## config.mk

```make
export PLATFORM = sky130hd
export DESIGN_NAME = id_decode_pipe
export DESIGN_NICKNAME = d
export VERILOG_FILES = /design/src/rtl/mips_dec_pkg.sv /design/src/rtl/mips_decode_lane.sv /design/src/rtl/id_decode_pipe.sv
export SDC_FILE = /design/constraint.sdc
export NUM_CORES = 1
export LEC_CHECK = 0
export ABC_AREA = 1
export CORE_MARGIN = 2
export CORE_UTILIZATION = 42
export CTS_CLUSTER_SIZE = 24
export DETAILED_ROUTE_END_ITERATION = 8
export PLACE_DENSITY = 0.78
export SYNTH_ARGS = -nofsm -noshare
export SYNTH_HDL_FRONTEND = slang
export SYNTH_SLANG_ARGS = --single-unit
```

## constraint.sdc

```tcl
create_clock -name clk -period 2.1 [get_ports clk]
set_input_delay 0.525 -clock clk [delete_from_list [all_inputs] [get_ports clk]]
set_output_delay 0.525 -clock clk [all_outputs]
set_load 0.02 [all_outputs]
```

## src/rtl/mips_dec_pkg.sv

```systemverilog
// Shared MIPS ID-stage decode constants, control-word encodings and divider FSM states.
// Used by id_decode_pipe and mips_decode_lane; COP0 decode is gated by DECODE_CP0_EN.
package mips_dec_pkg;

  localparam logic [5:0] OP_SPECIAL = 6'h00, OP_REGIMM = 6'h01, OP_J    = 6'h02, OP_JAL  = 6'h03,
                         OP_BEQ     = 6'h04, OP_BNE    = 6'h05, OP_BLEZ = 6'h06, OP_BGTZ = 6'h07,
                         OP_ADDI    = 6'h08, OP_ADDIU  = 6'h09, OP_SLTI = 6'h0a, OP_SLTIU = 6'h0b,
                         OP_ANDI    = 6'h0c, OP_ORI    = 6'h0d, OP_XORI = 6'h0e, OP_LUI  = 6'h0f,
                         OP_COP0    = 6'h10, OP_LB     = 6'h20, OP_LH   = 6'h21, OP_LW   = 6'h23,
                         OP_LBU     = 6'h24, OP_LHU    = 6'h25, OP_SB   = 6'h28, OP_SH   = 6'h29,
                         OP_SW      = 6'h2b;

  localparam logic [5:0] FN_SLL  = 6'h00, FN_SRL   = 6'h02, FN_SRA   = 6'h03, FN_SLLV  = 6'h04,
                         FN_SRLV = 6'h06, FN_SRAV  = 6'h07, FN_JR    = 6'h08, FN_JALR  = 6'h09,
                         FN_SYSCALL = 6'h0c, FN_BREAK = 6'h0d, FN_MFHI = 6'h10, FN_MTHI = 6'h11,
                         FN_MFLO = 6'h12, FN_MTLO  = 6'h13, FN_MULT  = 6'h18, FN_MULTU = 6'h19,
                         FN_DIV  = 6'h1a, FN_DIVU  = 6'h1b, FN_ADD   = 6'h20, FN_ADDU  = 6'h21,
                         FN_SUB  = 6'h22, FN_SUBU  = 6'h23, FN_AND   = 6'h24, FN_OR    = 6'h25,
                         FN_XOR  = 6'h26, FN_NOR   = 6'h27, FN_SLT   = 6'h2a, FN_SLTU  = 6'h2b;

  localparam logic [4:0] RT_BLTZ = 5'h00, RT_BGEZ = 5'h01, RT_BLTZAL = 5'h10, RT_BGEZAL = 5'h11;
  localparam logic [4:0] RS_MFC0 = 5'h00, RS_MTC0 = 5'h04, RS_ERET   = 5'h10;

  typedef struct packed {
    logic regwrite, regdst, alusrc, branch, memen, memtoreg, jump, jal, jr, bal, memwrite;
  } ctrl_t;

  localparam ctrl_t CTRL_NONE   = 11'b00000000000;
  localparam ctrl_t CTRL_RTYPE  = 11'b11000000000;
  localparam ctrl_t CTRL_JR     = 11'b00000010100;
  localparam ctrl_t CTRL_JALR   = 11'b11000000100;
  localparam ctrl_t CTRL_LOAD   = 11'b10101100000;
  localparam ctrl_t CTRL_STORE  = 11'b00101000001;
  localparam ctrl_t CTRL_BRANCH = 11'b00010000000;
  localparam ctrl_t CTRL_BAL    = 11'b10010000010;
  localparam ctrl_t CTRL_ALUI   = 11'b10100000000;
  localparam ctrl_t CTRL_J      = 11'b00000010000;
  localparam ctrl_t CTRL_JAL    = 11'b10000001000;
  localparam ctrl_t CTRL_MFC0   = 11'b10000000000;

  typedef enum logic [1:0] {
    DS_IDLE  = 2'd0,
    DS_START = 2'd1,
    DS_BUSY  = 2'd2,
    DS_DONE  = 2'd3
  } dstate_t;

endpackage

```

## src/rtl/mips_decode_lane.sv

```systemverilog
// Combinational single-lane MIPS decoder: control word, hilo/cp0 write enables, invalid flag.
// COP0 (MFC0/MTC0/ERET) decode only exists when DECODE_CP0_EN is defined.
module mips_decode_lane
  import mips_dec_pkg::*;
(
  input  logic [31:0] instr,
  input  logic        valid,
`ifdef DECODE_CP0_EN
  output logic        cp0we,
`endif
  output logic [10:0] ctrl,
  output logic [1:0]  hilo_we,
  output logic        invalid,
  output logic        is_div,
  output logic        div_sgn
);

  logic [5:0] op, fn;
  logic [4:0] rs, rt;
  ctrl_t      c;

  assign op = instr[31:26];
  assign rs = instr[25:21];
  assign rt = instr[20:16];
  assign fn = instr[5:0];

  logic unused_fields;
  assign unused_fields = ^{rs, instr[15:6]};

  always_comb begin
    c       = CTRL_NONE;
    hilo_we = 2'b00;
    invalid = 1'b0;
    is_div  = 1'b0;
    div_sgn = 1'b0;
`ifdef DECODE_CP0_EN
    cp0we   = 1'b0;
`endif
    case (op)
      OP_SPECIAL: begin
        case (fn)
          FN_SLL, FN_SRL, FN_SRA, FN_SLLV, FN_SRLV, FN_SRAV, FN_MFHI, FN_MFLO,
          FN_ADD, FN_ADDU, FN_SUB, FN_SUBU, FN_AND, FN_OR, FN_XOR, FN_NOR,
          FN_SLT, FN_SLTU:          c = CTRL_RTYPE;
          FN_MTHI:                  hilo_we = 2'b10;
          FN_MTLO:                  hilo_we = 2'b01;
          FN_MULT, FN_MULTU:        hilo_we = 2'b11;
          FN_DIV, FN_DIVU: begin
            hilo_we = 2'b11;
            is_div  = 1'b1;
            div_sgn = (fn == FN_DIV);
          end
          FN_JR:                    c = CTRL_JR;
          FN_JALR:                  c = CTRL_JALR;
          FN_SYSCALL, FN_BREAK:     ;
          default:                  invalid = 1'b1;
        endcase
      end
      OP_REGIMM: begin
        case (rt)
          RT_BLTZ, RT_BGEZ:         c = CTRL_BRANCH;
          RT_BLTZAL, RT_BGEZAL:     c = CTRL_BAL;
          default:                  invalid = 1'b1;
        endcase
      end
      OP_J:                         c = CTRL_J;
      OP_JAL:                       c = CTRL_JAL;
      OP_BEQ, OP_BNE, OP_BLEZ, OP_BGTZ: c = CTRL_BRANCH;
      OP_ADDI, OP_ADDIU, OP_SLTI, OP_SLTIU, OP_ANDI, OP_ORI, OP_XORI, OP_LUI: c = CTRL_ALUI;
      OP_LB, OP_LH, OP_LW, OP_LBU, OP_LHU: c = CTRL_LOAD;
      OP_SB, OP_SH, OP_SW:          c = CTRL_STORE;
`ifdef DECODE_CP0_EN
      OP_COP0: begin
        case (rs)
          RS_MFC0:                  c = CTRL_MFC0;
          RS_MTC0:                  cp0we = 1'b1;
          RS_ERET:                  ;
          default:                  invalid = 1'b1;
        endcase
      end
`endif
      default:                      invalid = 1'b1;
    endcase

    // An empty slot must not look like a reserved instruction or a divide.
    if (!valid) begin
      c       = CTRL_NONE;
      hilo_we = 2'b00;
      invalid = 1'b0;
      is_div  = 1'b0;
      div_sgn = 1'b0;
`ifdef DECODE_CP0_EN
      cp0we   = 1'b0;
`endif
    end
  end

  assign ctrl = c;

endmodule

```

## src/rtl/id_decode_pipe.sv

```systemverilog
// Multi-lane registered ID/EX decoder with stall/flush and a shared-divider handshake FSM.
// Define DECODE_CP0_EN to decode MFC0/MTC0/ERET; otherwise COP0 is reserved and cp0weE is 0.
module id_decode_pipe
  import mips_dec_pkg::*;
#(
  parameter int LANES = 1
) (
  input  logic               clk,
  input  logic               rst,
  input  logic [LANES*32-1:0] instrD,
  input  logic [LANES-1:0]   validD,
  input  logic               stallD,
  input  logic               flushE,
  output logic [LANES*11-1:0] controlE,
  output logic [LANES*2-1:0] hilo_weE,
  output logic [LANES-1:0]   cp0weE,
  output logic [LANES-1:0]   invalidE,
  output logic [LANES-1:0]   validE,
  output logic               div_start,
  output logic               div_signed,
  input  logic               div_ready,
  input  logic               div_done,
  output logic               div_abort,
  output logic               div_stall
);

  logic [LANES-1:0][10:0] ctrl_d, ctrl_r, ctrl_q;
  logic [LANES-1:0][1:0]  hilo_d, hilo_r, hilo_q;
  logic [LANES-1:0]       inv_d, inv_r, inv_q, div_d, sgn_d, vld_q;
  logic                   div_any, div_sgn_r, div_pend_q, div_sgn_q, sgn_cap;
`ifdef DECODE_CP0_EN
  logic [LANES-1:0]       cp0_d, cp0_r, cp0_q;
`endif
  dstate_t                st, st_n;

  for (genvar i = 0; i < LANES; i++) begin : g_lane
    mips_decode_lane u_lane (
      .instr   (instrD[32*i +: 32]),
      .valid   (validD[i]),
`ifdef DECODE_CP0_EN
      .cp0we   (cp0_d[i]),
`endif
      .ctrl    (ctrl_d[i]),
      .hilo_we (hilo_d[i]),
      .invalid (inv_d[i]),
      .is_div  (div_d[i]),
      .div_sgn (sgn_d[i])
    );
  end

  // One divider per group: only the lowest-index divide survives, later ones trap.
  always_comb begin
    ctrl_r    = ctrl_d;
    hilo_r    = hilo_d;
    inv_r     = inv_d;
`ifdef DECODE_CP0_EN
    cp0_r     = cp0_d;
`endif
    div_any   = 1'b0;
    div_sgn_r = 1'b0;
    for (int i = 0; i < LANES; i++) begin
      if (div_d[i]) begin
        if (div_any) begin
          ctrl_r[i] = '0;
          hilo_r[i] = '0;
          inv_r[i]  = 1'b1;
`ifdef DECODE_CP0_EN
          cp0_r[i]  = 1'b0;
`endif
        end else begin
          div_any   = 1'b1;
          div_sgn_r = sgn_d[i];
        end
      end
    end
  end

  always_ff @(posedge clk) begin
    if (rst || flushE) begin
      ctrl_q     <= '0;
      hilo_q     <= '0;
      inv_q      <= '0;
      vld_q      <= '0;
      div_pend_q <= 1'b0;
      div_sgn_q  <= 1'b0;
`ifdef DECODE_CP0_EN
      cp0_q      <= '0;
`endif
    end else if (!(stallD || div_stall)) begin
      ctrl_q     <= ctrl_r;
      hilo_q     <= hilo_r;
      inv_q      <= inv_r;
      vld_q      <= validD;
      div_pend_q <= div_any;
      div_sgn_q  <= div_sgn_r;
`ifdef DECODE_CP0_EN
      cp0_q      <= cp0_r;
`endif
    end
  end

  assign controlE = ctrl_q;
  assign hilo_weE = hilo_q;
  assign invalidE = inv_q;
  assign validE   = vld_q;
`ifdef DECODE_CP0_EN
  assign cp0weE   = cp0_q;
`else
  assign cp0weE   = '0;
`endif

  // DONE only releases together with an E load, so the serviced divide leaves E
  // on that same edge and is never seen again in IDLE.
  always_comb begin
    st_n = st;
    case (st)
      DS_IDLE:  if (div_pend_q && !flushE) st_n = DS_START;
      DS_START: if (flushE) st_n = DS_IDLE; else if (div_ready) st_n = DS_BUSY;
      DS_BUSY:  if (flushE) st_n = DS_IDLE; else if (div_done)  st_n = DS_DONE;
      DS_DONE:  if (!stallD) st_n = DS_IDLE;
      default:  st_n = DS_IDLE;
    endcase
  end

  always_ff @(posedge clk) begin
    if (rst) begin
      st      <= DS_IDLE;
      sgn_cap <= 1'b0;
    end else begin
      st <= st_n;
      if (st == DS_IDLE && st_n == DS_START) sgn_cap <= div_sgn_q;
    end
  end

  assign div_start  = (st == DS_START);
  assign div_signed = sgn_cap;
  assign div_stall  = (st == DS_START) || (st == DS_BUSY) || (st == DS_IDLE && div_pend_q);
  assign div_abort  = !rst && flushE && ((st == DS_START) || (st == DS_BUSY));

endmodule

```

==> run metrics, run 1 <==
skew final=0.0106 ns; Core Area=0.00303 sq mm; Residual DRC=0; Cell Pwr Density=692 mW/mm^2; max-cap violations=0; top cell type's share of synthesized area=30.3%; critical path capture point type=output pin; syn nets=251; die height=60.1 um; hold path cells=2; Sink Count=20; WS Path Type=reg -> out; min Tclk post-route=1.98 ns; largest family of logic cells by synthesized area=simple AND/OR/NAND/NOR gates; htree depth=1; DR WL/cell=10.7 um; gpl congestion=0.878; XOR/XNOR share of the synthesized area=0%; Final Hold Fails=0; Total Routing Usage GR=19.4%; Simple-Gate Fraction of Synth Area=43.1%; CTS tree=built; Synth area leaders=dfxtp_1, nand2_1, a21oi_1; IO buf count=41; CP startpoint kind=flop; Nets=302; mux contribution to synthesized area=0%; Critical Path AT=1.46 ns; Data required, critical path=1.57 ns; drt first pass iters=4; synthesis-to-finish area growth=42.0%; share of cells above drive strength 1=12.4%; Synth Register Bits=20; status=completed; Setup Buffers After CTS=0; Critical Path, Cell by Cell=inv_1, ha_1, inv_2, nand2_4, dlygate4sd2_1; Seq/Total Area, Yosys=30.3%; Critical-path top delay cell=dfxtp_1; Final Setup Violations=0; initial core utilization=43.6%; met3 GRT Util=1.30%; Synth cell types=28; CP max FO=3; cells after synthesis=208; vias in the first global route=1259; top-count cell post-synth=nand2_1; M1 GR Usage=27.7%; ANT nets after route=0; Crit path depth=5; Buf/Inv on CP=3; post-synth top area cell=dfxtp_1; diode count=0; setup ws final=0.118 ns; IO Pins=59; Post-synth ARST share=0%; hpwl dp=2.63 mm; violation count after the first detailed-routing iteration=58; Tcrit/Tclk final=94.4%; VDD IR max=273 uV; Yosys warnings=0; f_max=505 MHz; CTS Buffer Depth=2; FF-to-FF path depth=9; Root Buffer=clkbuf_4; row cnt=20; first-pass GRT wire length=5.38 mm; RSZ-0062 raised after global routing=no; syn avg cell area=6.35 sq um; worst hold slack=0.469 ns; Via density=4.78; die boundary width=60.1 um; number of synthesized flops with an enable pin=0; via count=1443; Top FF cell, synth=dfxtp_1; GRT Residual Overflow=0; Hold/Removal Path Class=reg -> reg; Top delay family on crit path=buffers and inverters; Commonest cells post-synth=nand2_1, a21oi_1, nor2_1; clk slew on worst S/H paths=0.11 ns; cell area after synthesis=0.00132 sq mm; GR Layer Usage met2=30.7%; count of pins over their slew limit=0; CP max stage delay=0.34 ns; leakage=0.801 nW; CTS Buf Count=3; full die area=0.00361 sq mm; final wirelength=3.23 mm; Compound-Gate Fraction of Synth Area=13.7%; initial antenna violation count=0; clk_lat worst skew=0.30 ns; Synth Area in Adders=3.79%; largest net degree at the start of global routing=18; GR peak layer=met2; post-place setup slack=-0.290 ns
==> report_power, final <==
part           switching (W)  internal (W)
logic               0.000339      0.000235
registers          0.0000104      0.000403
clock network       0.000118      0.000193
==> path summary, 6_finish.rpt <==
kind | from | end | slack [ns]
hold / removal | hilo_weE[0] | hilo_weE[0] | 0.47
setup / recovery | st[1] | div_stall | 0.12
hold reg to reg | hilo_weE[0] | hilo_weE[0] | 0.47
setup reg to reg | st[1] | hilo_weE[1] | 0.43
==> metrics by stage <==
step                area, sq um  TNS (ns)  util, %  instances  total power, W
global route               1880         0     62.0        302         0.00139
CTS                        1880         0     62.1        302         0.00131
detailed placement         1830    -0.290     60.4        298         0.00101
global placement           1830    -0.291     60.4        298        0.000998
finish                     1880         0     62.0        302         0.00130
floorplan                  1320         0        -        208        0.000781
==> flip-flops by register name, summed over array words and instances (netlist names) <==
name        count
controlE       11
hilo_weE        2
st              2
div_pend_q      1
div_sgn_q       1
div_signed      1
invalidE        1
validE          1
==> what timing repair did <==
action | CTS | global route
hold buffers | 0 | 0
setup endpoints to repair | 2 | 2
resized for setup | 5 | 2
==> cells by family (layout without fill, tap and decap cells) <==
group                    Yosys count  in the layout
buffers and inverters             29             79
adder cells (fa/ha/maj)            4              4
other                              1              1
AND/OR/NAND/NOR                  120            120
AO/OA/AOI/OAI                     34             34
flip-flops                        20             20
==> layout by cell type (no fill, tap or decap), types with 4 or more instances in the layout <==
master           Yosys  layout
a21oi_1             23      23
buf_4                2       8
clkdlybuf4s50_1      0      38
dfxtp_1             20      20
ha_1                 4       4
inv_1               20      20
inv_2                4       4
nand2_1             56      56
nand3_1             20      20
nand4_1              4       4
nor2_1              23      23
o21ai_0              6       6
==> routing by layer <==
metal	up-vias	wire, um
li1	775	-
met1	629	1590
met2	37	1500
met3	2	122
met4	0	14
met5	-	0
==> area by class of cell <==
cell class,instances,area [sq um]
fill,287,1150
multi-input combinational,159,805
timing repair buffer,49,467
sequential,20,400
inverter,26,97.6
tap,44,55.1
clock inverter,1,30.0
clock buffer,3,22.5
==> worst min-delay path: cells and delay by family (launching register included) <==
kind	cells	cell delay, ns
and+or+nand+nor	1	0.06
DFF	1	0.32
AOI/OAI and AO/OA	1	0.05
(Power assumes the default switching activity.)
==> run 2, diff against run 1 <==
--- a/config.mk
+++ b/config.mk
@@ -10,7 +10,7 @@
 export CORE_UTILIZATION = 42
 export CTS_CLUSTER_SIZE = 24
 export DETAILED_ROUTE_END_ITERATION = 8
-export PLACE_DENSITY = 0.78
+export PLACE_DENSITY_LB_ADDON = 0.1
 export SYNTH_ARGS = -nofsm -noshare
 export SYNTH_HDL_FRONTEND = slang
 export SYNTH_SLANG_ARGS = --single-unit
==> run 2 against run 1 <==
  * Non-clock buffer count up 2
  * Cell count up 0.66%
  * Clock-buffer cell count increased by 1
==> run metrics, run 2 (same netlist as run 1, synthesis figures left out) <==
status=completed (unchanged); Pint=0.000752 W (was 0.000830 W); via count=1434 (was 1443); Core Area=0.00303 sq mm (unchanged); Sw Pwr=0.000452 W (was 0.000468 W); die height=60.1 um (unchanged); Final Setup Violations=0 (unchanged); Cell Pwr Density=639 mW/mm^2 (was 692 mW/mm^2); Total Power=0.00120 W (was 0.00130 W); final wirelength=2.93 mm (was 3.23 mm); Critical Path, Cell by Cell=inv_1, ha_1, inv_2, nand2_4, dlygate4sd2_1 (unchanged); clk slew on worst S/H paths=0.11 ns (about the same); skew final=0.00132 ns (was 0.0106 ns); leakage=0.796 nW (was 0.801 nW); GRT Residual Overflow=0 (unchanged); commonest cells after routing, fill and taps aside=nand2_1, clkdlybuf4s50_1, a21oi_1, nor2_1 (unchanged); share of cells above drive strength 1=13.1% (was 12.4%); initial core utilization=43.6% (unchanged); clock power share=18.2% (was 23.9%); Final Hold Fails=0 (unchanged); Placed Area=0.00186 sq mm (was 0.00183 sq mm); setup ws final=0.123 ns (was 0.118 ns); drt first pass iters=5 (was 4); Data required, critical path=1.57 ns (about the same); diode count=0 (unchanged); Sw Ratio=37.5% (was 36.0%); hpwl dp=2.41 mm (was 2.63 mm); Top delay family on crit path=buffers and inverters (unchanged); fill cell count=301 (was 287); combinational power share=47.4% (was 44.2%); Residual DRC=0 (unchanged); die boundary width=60.1 um (unchanged); setup TNS=0 ns (unchanged); Critical-path top delay cell=dfxtp_1 (unchanged); first-pass GRT wire length=5.13 mm (was 5.38 mm); full die area=0.00361 sq mm (unchanged); setup slack, reg-to-reg=0.53 ns (was 0.43 ns); Seq pwr share=34.4% (was 31.8%); CTS Buf Count=3 (unchanged); Critical Path AT=1.45 ns (was 1.46 ns); WS Path Type=reg -> out (unchanged); clk_lat worst skew=0.30 ns (about the same); Buf/Inv on CP=3 (unchanged); DR WL/cell=9.63 um (was 10.7 um); min Tclk post-route=1.98 ns (about the same); row cnt=20 (unchanged); Setup Buffers After CTS=0 (unchanged); IO Pins=59 (unchanged); FF-to-FF path depth=11 (was 9); Largest register FFs=11 (unchanged); CP max stage delay=0.35 ns (was 0.34 ns); violation count after the first detailed-routing iteration=47 (was 58); ANT nets after route=0 (unchanged); CTS tree=built (unchanged); cell area after layout=0.00188 sq mm (about the same); Via density=4.72 (was 4.78); VDD IR max=264 uV (was 273 uV); Tcrit/Tclk final=94.1% (was 94.4%); gpl congestion=0.903 (was 0.878); CP max FO=2 (was 3); count of pins over their slew limit=0 (unchanged); post-place setup slack=-0.253 ns (was -0.290 ns); vias in the first global route=1241 (was 1259); htree depth=1 (unchanged); RR Startpoint=st[0] (was st[1]); commonest non-fill, non-tap cell in the layout=nand2_1 (unchanged); Hold/Removal Path Class=reg -> reg (unchanged); synthesis-to-finish area growth=42.6% (was 42.0%); Total Routing Usage GR=18.3% (was 19.4%); initial antenna violation count=0 (unchanged); final core utilization=62.2% (was 62.0%); max-cap violations=0 (unchanged); worst hold start=validE (was hilo_weE[0]); Root Buffer=clkbuf_4 (unchanged); CP startpoint kind=flop (unchanged); IO buf count=41 (unchanged); RSZ-0062 raised after global routing=no (unchanged); hold path cells=2 (unchanged); f_max=506 MHz (was 505 MHz); Crit Reg-Reg Endpoint=controlE[10] (was hilo_weE[1]); critical path capture point type=output pin (unchanged); largest net degree at the start of global routing=16 (was 18); Endpoint, Worst Hold=validE (was hilo_weE[0]); CTS Buffer Depth=2 (unchanged); Sink Count=20 (unchanged); Nets=304 (was 302)
run 2: cell types whose count changed in the layout (fill, tap and decap cells not counted), sizes merged:
cell          previous run  this run
clkbuf                   3         5
buf                      9        10
bufinv                   1         0
dlygate4sd2              1         2
dlymetal6s2s             1         0
run 2: worst max path at each step:
stage | startpoint | to | slack, ns | cells after the start
after detailed placement | flushE | div_abort | -0.25 | 4
final | st[0] | div_stall | 0.12 | 5
after global routing | st[1] | div_stall | 0.03 | 5
after floorplan | st[0] | div_abort | 0.32 | 4
after CTS | flushE | div_abort | 0.02 | 4
after global placement | flushE | div_abort | -0.25 | 4
run 2: worst register-to-register path, delay by kind of cell, from the launching register on:
kind	cells	cell delay, ns
flip-flops	1	0.35
AND/OR/NAND/NOR	8	0.74
adder cells (fa/ha/maj)	1	0.30
buffers and inverters	2	0.14
run 2: routing by layer:
layer | vias to the layer above | global-route usage [%] | share of wire [%]
met1 | 601 | 26.1 | 50
met2 | 47 | 28.1 | 43
met3 | 7 | 1.52 | 5.2
li1 | 779 | - | -
met4 | 0 | 7.62 | 1.8
met5 | - | 0 | 0
run 2: layout make-up:
cell class              instances  area, sq um  share of cell area [%]
multi-input cells             159          805                    42.7
repair buffers                 51          490                    26.0
flip-flops and latches         20          400                    21.2
inverters                      26         97.6                    5.18
well taps                      44         55.1                    2.92
clock buffers                   4         36.3                    1.93
run 2: power by group through the flow:
stage | registers (W) | clock network, W | logic (W)
after floorplan | 0.000441 | 0 | 0.000340
after global placement | 0.000422 | 0 | 0.000594
after detailed placement | 0.000423 | 0 | 0.000593
after CTS | 0.000414 | 0.000229 | 0.000577
after global routing | 0.000418 | 0.000238 | 0.000643
final | 0.000414 | 0.000219 | 0.000571
run 2: stage by stage:
stage | hold slack (ns) | instances
4_1_cts | 0.466 | 304
6_report | 0.461 | 304
3_3_place_gp | 0.449 | 300
5_1_grt | 0.492 | 304
2_1_floorplan | 0.440 | 208
3_5_place_dp | 0.449 | 300
run 2: timing repair:
item	CTS	global route
hold buffers	0	0
setup endpoints to repair	3	1
resized for setup	3	3
